`src/rtl/panel_pkg.sv`:
```
// Shared types and helpers for the front-panel sequencer.
// Run/Mem FSM state encodings and debounce counter sizing.
package panel_pkg;

   typedef enum logic [1:0] {
      R_IDLE,
      R_ISSUE,
      R_WAIT_DONE
   } run_state_t;

   typedef enum logic [1:0] {
      M_IDLE,
      M_REQ,
      M_WAIT
   } mem_state_t;

   localparam int DEBOUNCE_CYC_DEF = 16;
   localparam int DBNC_W = $clog2(DEBOUNCE_CYC_DEF + 1);

   function automatic int dbnc_w(input int cyc);
      return $clog2(cyc + 1);
   endfunction

endpackage

```
`src/rtl/panel_debounce.sv`:
```
// Button conditioner: 2-FF synchroniser, stability counter, press pulse.
// Ports: clk, reset, i_raw (async button), o_event (1-cycle press pulse).
module panel_debounce
   import panel_pkg::*;
#(
   parameter int DEBOUNCE_CYC = 16
) (
   input  logic clk,
   input  logic reset,
   input  logic i_raw,
   output logic o_event
);

   localparam int CNT_W = dbnc_w(DEBOUNCE_CYC);

   logic             r_s1;
   logic             r_s2;
   logic             r_stable;
   logic             r_event;
   logic [CNT_W-1:0] r_cnt;

   // r_cnt counts consecutive samples that differ from the accepted level.
   always_ff @(posedge clk) begin
      if (reset) begin
         r_s1     <= 1'b0;
         r_s2     <= 1'b0;
         r_stable <= 1'b0;
         r_event  <= 1'b0;
         r_cnt    <= '0;
      end else begin
         r_s1    <= i_raw;
         r_s2    <= r_s1;
         r_event <= 1'b0;
         if (r_s2 == r_stable) begin
            r_cnt <= '0;
         end else if (r_cnt == CNT_W'(DEBOUNCE_CYC - 1)) begin
            r_stable <= r_s2;
            r_event  <= r_s2;
            r_cnt    <= '0;
         end else begin
            r_cnt <= r_cnt + 1'b1;
         end
      end
   end

   assign o_event = r_event;

endmodule

```
`src/rtl/panel_ctrl.sv`:
```
// Front-panel sequencer: debounced commands, auto-run with breakpoint,
// manual memory read/write with timeout, register arrangement pulses.
// Ports: raw btn_*/switch_* in; panel values in; instr_done/mem_reply in;
// start/clear pulses, arr_* writes, mem_* requests, status flags out.
module panel_ctrl
   import panel_pkg::*;
#(
   parameter int WORD_W       = 31,
   parameter int ADDR_W       = 12,
   parameter int DEBOUNCE_CYC = 16,
   parameter int MEM_TIMEOUT  = 64
) (
   input  logic              clk,
   input  logic              reset,
   input  logic              btn_machine_start,
   input  logic              btn_clear_pulse,
   input  logic              btn_do_read_mem,
   input  logic              btn_do_write_mem,
   input  logic              btn_write_reg,
   input  logic              btn_clear_reg_c,
   input  logic              btn_clear_reg_select,
   input  logic              btn_clear_reg_start,
   input  logic              switch_auto_enable,
   input  logic              switch_stop_at_enable,
   input  logic              switch_select_or_start,
   input  logic              switch_arr_reg_c,
   input  logic              switch_arr_reg_select,
   input  logic              switch_arr_reg_start,
   input  logic [WORD_W-1:0] input_reg_c_value,
   input  logic [ADDR_W-1:0] input_reg_select_value,
   input  logic [ADDR_W-1:0] input_reg_start_value,
   input  logic [ADDR_W-1:0] reg_start_value,
   input  logic              instr_done,
   input  logic              mem_reply,
   output logic              start_pulse,
   output logic              clear_pulse,
   output logic              arr_c_valid,
   output logic [WORD_W-1:0] arr_c_data,
   output logic              arr_select_valid,
   output logic [ADDR_W-1:0] arr_select_data,
   output logic              arr_start_valid,
   output logic [ADDR_W-1:0] arr_start_data,
   output logic              mem_read_req,
   output logic              mem_write_req,
   output logic [ADDR_W-1:0] mem_addr,
   output logic [WORD_W-1:0] mem_wdata,
   output logic              running,
   output logic              stopped_at,
   output logic              mem_error
);

   localparam int TMO_W = $clog2(MEM_TIMEOUT + 1);

   logic [7:0] w_btn_raw;
   logic [7:0] w_ev;
   logic [5:0] r_sw_s1;
   logic [5:0] r_sw_s2;

   assign w_btn_raw = {btn_clear_reg_start, btn_clear_reg_select,
                       btn_clear_reg_c, btn_write_reg,
                       btn_do_write_mem, btn_do_read_mem,
                       btn_clear_pulse, btn_machine_start};

   for (genvar i = 0; i < 8; i++) begin : g_dbnc
      panel_debounce #(
         .DEBOUNCE_CYC(DEBOUNCE_CYC)
      ) u_dbnc (
         .clk    (clk),
         .reset  (reset),
         .i_raw  (w_btn_raw[i]),
         .o_event(w_ev[i])
      );
   end

   always_ff @(posedge clk) begin
      if (reset) begin
         r_sw_s1 <= '0;
         r_sw_s2 <= '0;
      end else begin
         r_sw_s1 <= {switch_arr_reg_start, switch_arr_reg_select,
                     switch_arr_reg_c, switch_select_or_start,
                     switch_stop_at_enable, switch_auto_enable};
         r_sw_s2 <= r_sw_s1;
      end
   end

   logic w_ev_start, w_ev_clear, w_ev_rd, w_ev_wr;
   logic w_ev_wreg, w_ev_clrc, w_ev_clrsel, w_ev_clrst;
   logic w_sw_auto, w_sw_stop, w_sw_sos;
   logic w_sw_c, w_sw_sel, w_sw_st;

   assign {w_ev_clrst, w_ev_clrsel, w_ev_clrc, w_ev_wreg,
           w_ev_wr, w_ev_rd, w_ev_clear, w_ev_start} = w_ev;
   assign {w_sw_st, w_sw_sel, w_sw_c,
           w_sw_sos, w_sw_stop, w_sw_auto} = r_sw_s2;

   run_state_t r_run_st;
   mem_state_t r_mem_st;
   logic       r_start_p, r_clear_p, r_running, r_stopped;
   logic       w_bp_hit, w_run_go, w_mem_go;

   assign w_bp_hit = w_sw_stop &&
                     (reg_start_value == input_reg_select_value);
   // Run and Mem FSMs never leave IDLE together; start wins a tie.
   assign w_run_go = w_ev_start && !w_ev_clear &&
                     (r_run_st == R_IDLE) && (r_mem_st == M_IDLE);
   assign w_mem_go = (w_ev_rd || w_ev_wr) && !w_ev_start &&
                     (r_run_st == R_IDLE);

   always_ff @(posedge clk) begin
      if (reset) begin
         r_run_st  <= R_IDLE;
         r_start_p <= 1'b0;
         r_clear_p <= 1'b0;
         r_running <= 1'b0;
         r_stopped <= 1'b0;
      end else begin
         r_start_p <= 1'b0;
         r_clear_p <= w_ev_clear;
         if (w_ev_clear) begin
            r_run_st  <= R_IDLE;
            r_running <= 1'b0;
            r_stopped <= 1'b0;
         end else begin
            unique case (r_run_st)
               R_IDLE: begin
                  if (w_run_go) begin
                     r_run_st  <= R_ISSUE;
                     r_start_p <= 1'b1;
                     r_running <= 1'b1;
                     r_stopped <= 1'b0;
                  end
               end
               R_ISSUE: r_run_st <= R_WAIT_DONE;
               R_WAIT_DONE: begin
                  if (instr_done) begin
                     if (w_bp_hit) r_stopped <= 1'b1;
                     if (w_sw_auto && !w_bp_hit) begin
                        r_run_st  <= R_ISSUE;
                        r_start_p <= 1'b1;
                     end else begin
                        r_run_st  <= R_IDLE;
                        r_running <= 1'b0;
                     end
                  end
               end
               default: r_run_st <= R_IDLE;
            endcase
         end
      end
   end

   logic              r_is_rd, r_rd_req, r_wr_req, r_mem_err;
   logic [TMO_W-1:0]  r_tmo;
   logic [ADDR_W-1:0] r_mem_addr;
   logic [WORD_W-1:0] r_mem_wdata;
   logic              r_c_vld, r_sel_vld, r_st_vld;
   logic [WORD_W-1:0] r_c_data;
   logic [ADDR_W-1:0] r_sel_data, r_st_data;

   always_ff @(posedge clk) begin
      if (reset) begin
         r_mem_st    <= M_IDLE;
         r_is_rd     <= 1'b0;
         r_rd_req    <= 1'b0;
         r_wr_req    <= 1'b0;
         r_mem_err   <= 1'b0;
         r_tmo       <= '0;
         r_mem_addr  <= '0;
         r_mem_wdata <= '0;
         r_c_vld     <= 1'b0;
         r_sel_vld   <= 1'b0;
         r_st_vld    <= 1'b0;
         r_c_data    <= '0;
         r_sel_data  <= '0;
         r_st_data   <= '0;
      end else begin
         r_rd_req  <= 1'b0;
         r_wr_req  <= 1'b0;
         r_c_vld   <= 1'b0;
         r_sel_vld <= 1'b0;
         r_st_vld  <= 1'b0;
         if (w_ev_clear) begin
            r_mem_st  <= M_IDLE;
            r_mem_err <= 1'b0;
         end else begin
            unique case (r_mem_st)
               M_IDLE: begin
                  if (r_run_st == R_IDLE) begin
                     if (w_ev_wreg && w_sw_c) begin
                        r_c_vld  <= 1'b1;
                        r_c_data <= input_reg_c_value;
                     end
                     if (w_ev_wreg && w_sw_sel) begin
                        r_sel_vld  <= 1'b1;
                        r_sel_data <= input_reg_select_value;
                     end
                     if (w_ev_wreg && w_sw_st) begin
                        r_st_vld  <= 1'b1;
                        r_st_data <= input_reg_start_value;
                     end
                     // Later assignments give the zero write priority.
                     if (w_ev_clrc) begin
                        r_c_vld  <= 1'b1;
                        r_c_data <= '0;
                     end
                     if (w_ev_clrsel) begin
                        r_sel_vld  <= 1'b1;
                        r_sel_data <= '0;
                     end
                     if (w_ev_clrst) begin
                        r_st_vld  <= 1'b1;
                        r_st_data <= '0;
                     end
                  end
                  if (w_mem_go) begin
                     r_mem_st    <= M_REQ;
                     r_is_rd     <= w_ev_rd;
                     r_rd_req    <= w_ev_rd;
                     r_wr_req    <= !w_ev_rd;
                     r_mem_wdata <= input_reg_c_value;
                     r_mem_addr  <= w_sw_sos ? input_reg_select_value
                                             : input_reg_start_value;
                  end
               end
               M_REQ: begin
                  r_mem_st <= M_WAIT;
                  r_tmo    <= '0;
               end
               M_WAIT: begin
                  if (mem_reply) begin
                     r_mem_st <= M_IDLE;
                     // C is loaded by the core; zero data marks the slot.
                     if (r_is_rd) begin
                        r_c_vld  <= 1'b1;
                        r_c_data <= '0;
                     end
                  end else if (r_tmo == TMO_W'(MEM_TIMEOUT - 1)) begin
                     r_mem_err <= 1'b1;
                     r_mem_st  <= M_IDLE;
                  end else begin
                     r_tmo <= r_tmo + 1'b1;
                  end
               end
               default: r_mem_st <= M_IDLE;
            endcase
         end
      end
   end

   assign start_pulse      = r_start_p;
   assign clear_pulse      = r_clear_p;
   assign running          = r_running;
   assign stopped_at       = r_stopped;
   assign mem_error        = r_mem_err;
   assign mem_read_req     = r_rd_req;
   assign mem_write_req    = r_wr_req;
   assign mem_addr         = r_mem_addr;
   assign mem_wdata        = r_mem_wdata;
   assign arr_c_valid      = r_c_vld;
   assign arr_c_data       = r_c_data;
   assign arr_select_valid = r_sel_vld;
   assign arr_select_data  = r_sel_data;
   assign arr_start_valid  = r_st_vld;
   assign arr_start_data   = r_st_data;

endmodule

```
`config.mk`:
```
export PLATFORM = sky130hd
export DESIGN_NAME = panel_ctrl
export DESIGN_NICKNAME = d
export VERILOG_FILES = /design/src/rtl/panel_pkg.sv /design/src/rtl/panel_debounce.sv /design/src/rtl/panel_ctrl.sv
export SDC_FILE = /design/constraint.sdc
export NUM_CORES = 1
export LEC_CHECK = 0
export ABC_AREA = 0
export CORE_ASPECT_RATIO = 1.25
export CORE_MARGIN = 2
export CORE_UTILIZATION = 44
export CTS_CLUSTER_DIAMETER = 120
export CTS_CLUSTER_SIZE = 40
export DETAILED_ROUTE_END_ITERATION = 8
export GPL_TIMING_DRIVEN = 0
export PLACE_DENSITY = 0.87
export SYNTH_ARGS = -nofsm -noshare
export SYNTH_HDL_FRONTEND = slang
export SYNTH_SLANG_ARGS = --single-unit
```
`constraint.sdc`:
```
create_clock -name clk -period 2 [get_ports clk]
set_clock_uncertainty 0.1 [all_clocks]
set_input_delay 0.3 -clock clk [delete_from_list [all_inputs] [get_ports clk]]
set_output_delay 0.3 -clock clk [all_outputs]
set_load 0.005 [all_outputs]
```
Yosys cells after proc, flatten, opt, wreduce, memory -nomap -nowiden:

Index checks and enable logic that the tools add are counted.
W data, S select, Z words.

* flip-flop bits (word level): 204

* reduce and logical (&&, ||, !) cells: 59
* bitwise gates (word level): 21
* equality and inequality tests: 34
* add/sub/neg operators: 9
* multiplexer cells: 44

Operators with widths (number)
* $mux W31: 5
* $pmux W31 S2: 1
* $mux W12: 5
* $reduce_or A3 Y1: 16
* $add A5 B1 Y5 const B: 8
* $eq A5 B4 Y1 const B: 8
* $not A1 Y1: 21
* $reduce_and A2 Y1: 10
* $reduce_and A4 Y1: 5
* $mux W1: 19
* $ne A2 B2 Y1 const B: 9
* $mux W7: 2
* $pmux W7 S2: 1
* $eq A12 B12 Y1: 1
* $pmux W2 S3: 2
* $logic_and A1 B1 Y1: 10
* $mux W2: 5
* $reduce_bool A2 Y1: 5
* $eq A1 B1 Y1: 8
* $pmux W1 S2: 4
* $reduce_or A4 Y1: 2
* $add A7 B1 Y7 const B: 1
* $eq A7 B6 Y1 const B: 1
* $reduce_and A3 Y1: 2
* other kinds (10): 16

Logic depth before layout (Yosys ltp):

* word-level depth: 7
* mapped depth: 7
* gate-level depth less buffers: 5

Hierarchy:

A second synthesis with hierarchy kept.

* cells, all modules: 774
* area, all modules: 7622.3 um^2

By module, submodules not included
* panel_ctrl: area each 5069.9 um^2, times used 1, cells an instance 542
* panel_debounce: area each 319.1 um^2, times used 8, cells an instance 29

Worst setup path after synthesis:

OpenSTA, ideal clock, no wires.

* path kind: reg2reg
* start: register r_run_st[0]
* end: register r_mem_wdata[23] (netlist: mem_wdata[23])
* data arrival time: 1.812 ns
* setup slack: -0.045 ns
* period minus slack after synthesis: 2.045 ns
* library setup time: 0.132 ns
* buffers on the path: 3
* stages on the path, launching flop included: 8
* cells stage by stage: dfxtp_1 -> buf_6 -> or4_4 -> or4_1 -> buf_2 -> buf_6 -> nand2_1 -> a21oi_1

* longest elaborated chain between the ends: 3

Ends and longest elaborated chain
* start, declared: RTL line panel_ctrl.sv:97 `run_state_t r_run_st;`
* start signal, assigned: RTL line panel_ctrl.sv:112 `r_run_st <= R_IDLE;`
* start signal, assigned: RTL line panel_ctrl.sv:121 `r_run_st <= R_IDLE;`
* start signal, assigned: RTL line panel_ctrl.sv:128 `r_run_st <= R_ISSUE;`
* $logic_not A2 Y1: RTL line panel_ctrl.sv:108 `(r_run_st == R_IDLE);`
* $logic_and A1 B1 Y1: RTL line panel_ctrl.sv:107 `assign w_mem_go = (w_ev_rd || w_ev_wr) && !w_ev_start &&`
* $reduce_and A3 Y1 (no line)
* end signal, assigned: RTL line panel_ctrl.sv:221 `r_mem_wdata <= input_reg_c_value;`
* end, declared: RTL line panel_ctrl.sv:156 `logic [WORD_W-1:0] r_mem_wdata;`

Every way passes these cells.
A chain may end at the register's enable or synchronous reset.

Final worst setup path:

* start: register r_mem_st[0]
* end: register r_mem_wdata[1] (netlist: mem_wdata[1])

* longest elaborated chain between the ends: 2

Ends and longest elaborated chain
* start, declared: RTL line panel_ctrl.sv:98 `mem_state_t r_mem_st;`
* start signal, assigned: RTL line panel_ctrl.sv:163 `r_mem_st <= M_IDLE;`
* start signal, assigned: RTL line panel_ctrl.sv:184 `r_mem_st <= M_IDLE;`
* start signal, assigned: RTL line panel_ctrl.sv:217 `r_mem_st <= M_REQ;`
* $logic_not A2 Y1: RTL line panel_ctrl.sv:187 `unique case (r_mem_st)`
* $reduce_and A3 Y1 (no line)

Every way passes these cells.

==> impl_metrics.toml <==
[die]
initial_utilization_pct = 44.85
dieArea_um2 = 18170
core_area_um2 = 16780
row_count = 53
io_pins = 193
die_y_um = 150.2
fp.dieW_um = 121.0

[timing]
slew_headroom_pct = 54.91
setup_violations = 23
period_share_pct = 101.6
finalHoldViolations = 0
rsz0062_at_grt = "true"
tns_ps = -289.7
drv_slew = 0
worst_slack_ps = -32.12
hold_ws_ps = 268.5
max_freq_ghz = 0.4921
fin_crit_ps = 2032
tightest_slew_ps = 676.3

[synth]
synth_fa_ha_area_share_pct = 2.827
synth_flop_cell = "dfxtp_1"
ys_types = 48
synth_top_area_share_pct = 54.27
syn_nets = 889
muxShareOfSynthArea_pct = 3.193
syn_inst = 787
ys_top_cells_by_count = "dfxtp_1, nand2_1, nor2_1"
syn_avg_cell_area_um2 = 9.561
synth_xor_area_share_pct = 4.190
synth_top_family_by_area = "simple AND/OR/NAND/NOR gates"
synth-simple-area-share_pct = 18.87
synth_area_um2 = 7525
async_flop_share_pct = 0
synth_top_cell_by_area = "dfxtp_1"
synth_warnings = 0
synth.most_common_cell = "dfxtp_1"
synth_area_leaders = "dfxtp_1, a21oi_1, nand2_1"
synth-compound-area-share_pct = 12.59
ys_ff_latch = 204
synth_enable_flop_cells = 0
synth-seq-area-share_pct = 54.27

[place]
dp_cells = 1199
gp_congestion = 0.8729
io_buffers = 192
dpl_cell_area_um2 = 9733
hpwlAfterDp_um = 14350
dp_slack_ps = -743.1

[layout]
multi_input_comb_area_um2 = 3277
ff_latch_area_um2 = 4095
syn2layout_area_growth_pct = 36.70
nets = 1103
drive_gt1_share_pct = 9.100
fin_cells = 1220
fillerInstances = 1342
final_area_um2 = 10290
diodes = 0

[global_routing]
antenna_found_initial = 0
grt_pass1_vias = 6140
overflow = 0
grt_first_pass_wirelength_um = 30660
grt_start_max_net_pins = 41
grt_usage_pct = 20.72

[clock_network]
numCtsBuffers = 9
clock_sinks = 204
clk_pin_slew_worst_paths_ps = 130
cts_tree = "yes"
clockRootBuffer = "clkbuf_16"
holdBufCountCts = 0
cts_max_level = 1
insertion_delay_ps = 480
cts_buffer_depth = 3

[routing]
first_pass_iters = 5
drtIter0Drc = 525
viasPerCell = 5.296
dr_total_vias = 6461
wl_per_cell_um = 16.15
ant_nets = 0
drt_wl_total_um = 19710
drt_drc_violations_left = 0

[setup_path]
end_kind = "flip-flop"
rr_startpoint = "r_mem_st[0]"
r2r_slack_ps = -30
critical_path_class = "reg -> reg"
reg2regPathDepth = 5
cp_data_arrival_time_ps = 2280
required_ps = 2240
path_max_fanout = 6
startpoint_type = "flip-flop"
reg2reg_to = "mem_wdata[1]"

[min_path]
hold_end = "g_dbnc[4].u_dbnc.r_s1"
hold_depth = 2
hold_path_class = "in -> reg"
hold_start = "btn_write_reg"

[outcome]
status = "finished with violations"
violations = "setup timing"

[flow_run]
drv_cap = 0

[power_and_ir_drop]
irDropWorstVdd_mv = 0.9040
power.density_nw_per_um2 = 638.2
leakagePower_uw = 0.003576
==> cell families (layout without fill, tap and decap cells) <==
family | count (synthesis) | in the layout
mux | 24 | 24
fa+ha+maj | 17 | 17
compound gates | 155 | 155
flops | 204 | 204
simple gates | 283 | 283
xor+xnor | 36 | 36
buf+inv | 68 | 281
==> stage by stage <==
stage	utilization [%]	total power, µW
CTS	60.32	6606
floorplan	-	4323
detailed placement	58.01	4564
global placement	58.01	4558
global route	61.31	6780
finish	61.31	6564
==> cell usage in the layout, fill, tap and decap left out, types with 3 or more instances in the layout <==
cell type and instances:
dfxtp_1 201, clkdlybuf4s50_1 192, nor2_1 74, nand2_1 66, a21oi_1 64, nand4_1 35
nor2b_1 32, o21ai_0 31, xnor2_1 28, a22o_1 26, mux2i_1 24, inv_1 19
clkbuf_1 17, ha_1 17, buf_4 16, nand3_1 13, clkbuf_2 12, or3_1 12
a211oi_1 11, clkbuf_16 9, and3_1 8, buf_6 8, nor4bb_1 8, xor2_1 8
nand2_2 8, a21oi_2 6, nor3_1 4, nor3_2 3, buf_2 3, nand2_4 3
dfxtp_4 3
==> cell type report <==
class,instances,share of cell area [%]
Sequential cell,204,39.81
Multi-Input combinational cell,515,31.86
Timing Repair Buffer,205,19.71
Buffer,47,2.773
Tap cell,220,2.676
Clock buffer,9,2.190
Inverter,19,0.6933
Clock inverter,1,0.2919
==> worst max-delay path: stages (launching register included) <==
cell,delay (ps)
dfxtp_4,380
or4_4,590
or4_4,530
buf_4,190
nand2_1,60
a21oi_1,60
==> where the power goes <==
group          internal (µW)  switching, µW
combinational            211            165
sequential              4090           15.5
clock                    849           1230
total                   5150           1410
==> flip-flops by register name, summed over array words and instances, names as in the netlist, 12 cells and up <==
signal and flops:
arr_c_data 31, arr_select_data 12, arr_start_data 12, g_dbnc.u_dbnc.r_cnt 40, mem_addr 12, mem_wdata 31
==> metal layers <==
| metal | up-vias | track usage (%) | share of wire, % |
|---|---|---|---|
| li1 | 3147 | - | - |
| met1 | 3038 | 25.06 | 39 |
| met2 | 234 | 37.64 | 52 |
| met3 | 42 | 2.273 | 5.3 |
| met4 | 0 | 7.674 | 3.6 |
| met5 | - | 0 | 0 |
==> worst max path at each step <==
stage	start	end	slack, ps	cells past startpoint
after floorplan	r_mem_st[0]	mem_wdata[23]	20	6
after global placement	reset	arr_c_data[29]	-670	5
after detailed placement	reset	arr_c_data[0]	-740	5
after CTS	r_run_st[0]	arr_c_data[28]	-70	6
after global routing	r_mem_st[0]	mem_wdata[5]	-80	5
final	r_mem_st[0]	mem_wdata[1]	-30	5
==> timing repair <==
| item | 4_1_cts | 5_1_grt |
|---|---|---|
| resized for setup | 35 | 48 |
| endpoints found under the hold margin | 0 | 0 |
| cloned | 1 | 0 |
| pin swaps | 16 | 8 |
| buffers inserted | 5 | 7 |
| endpoints found under the setup margin | 110 | 112 |
Note: power is estimated with default switching activity, not from simulation.
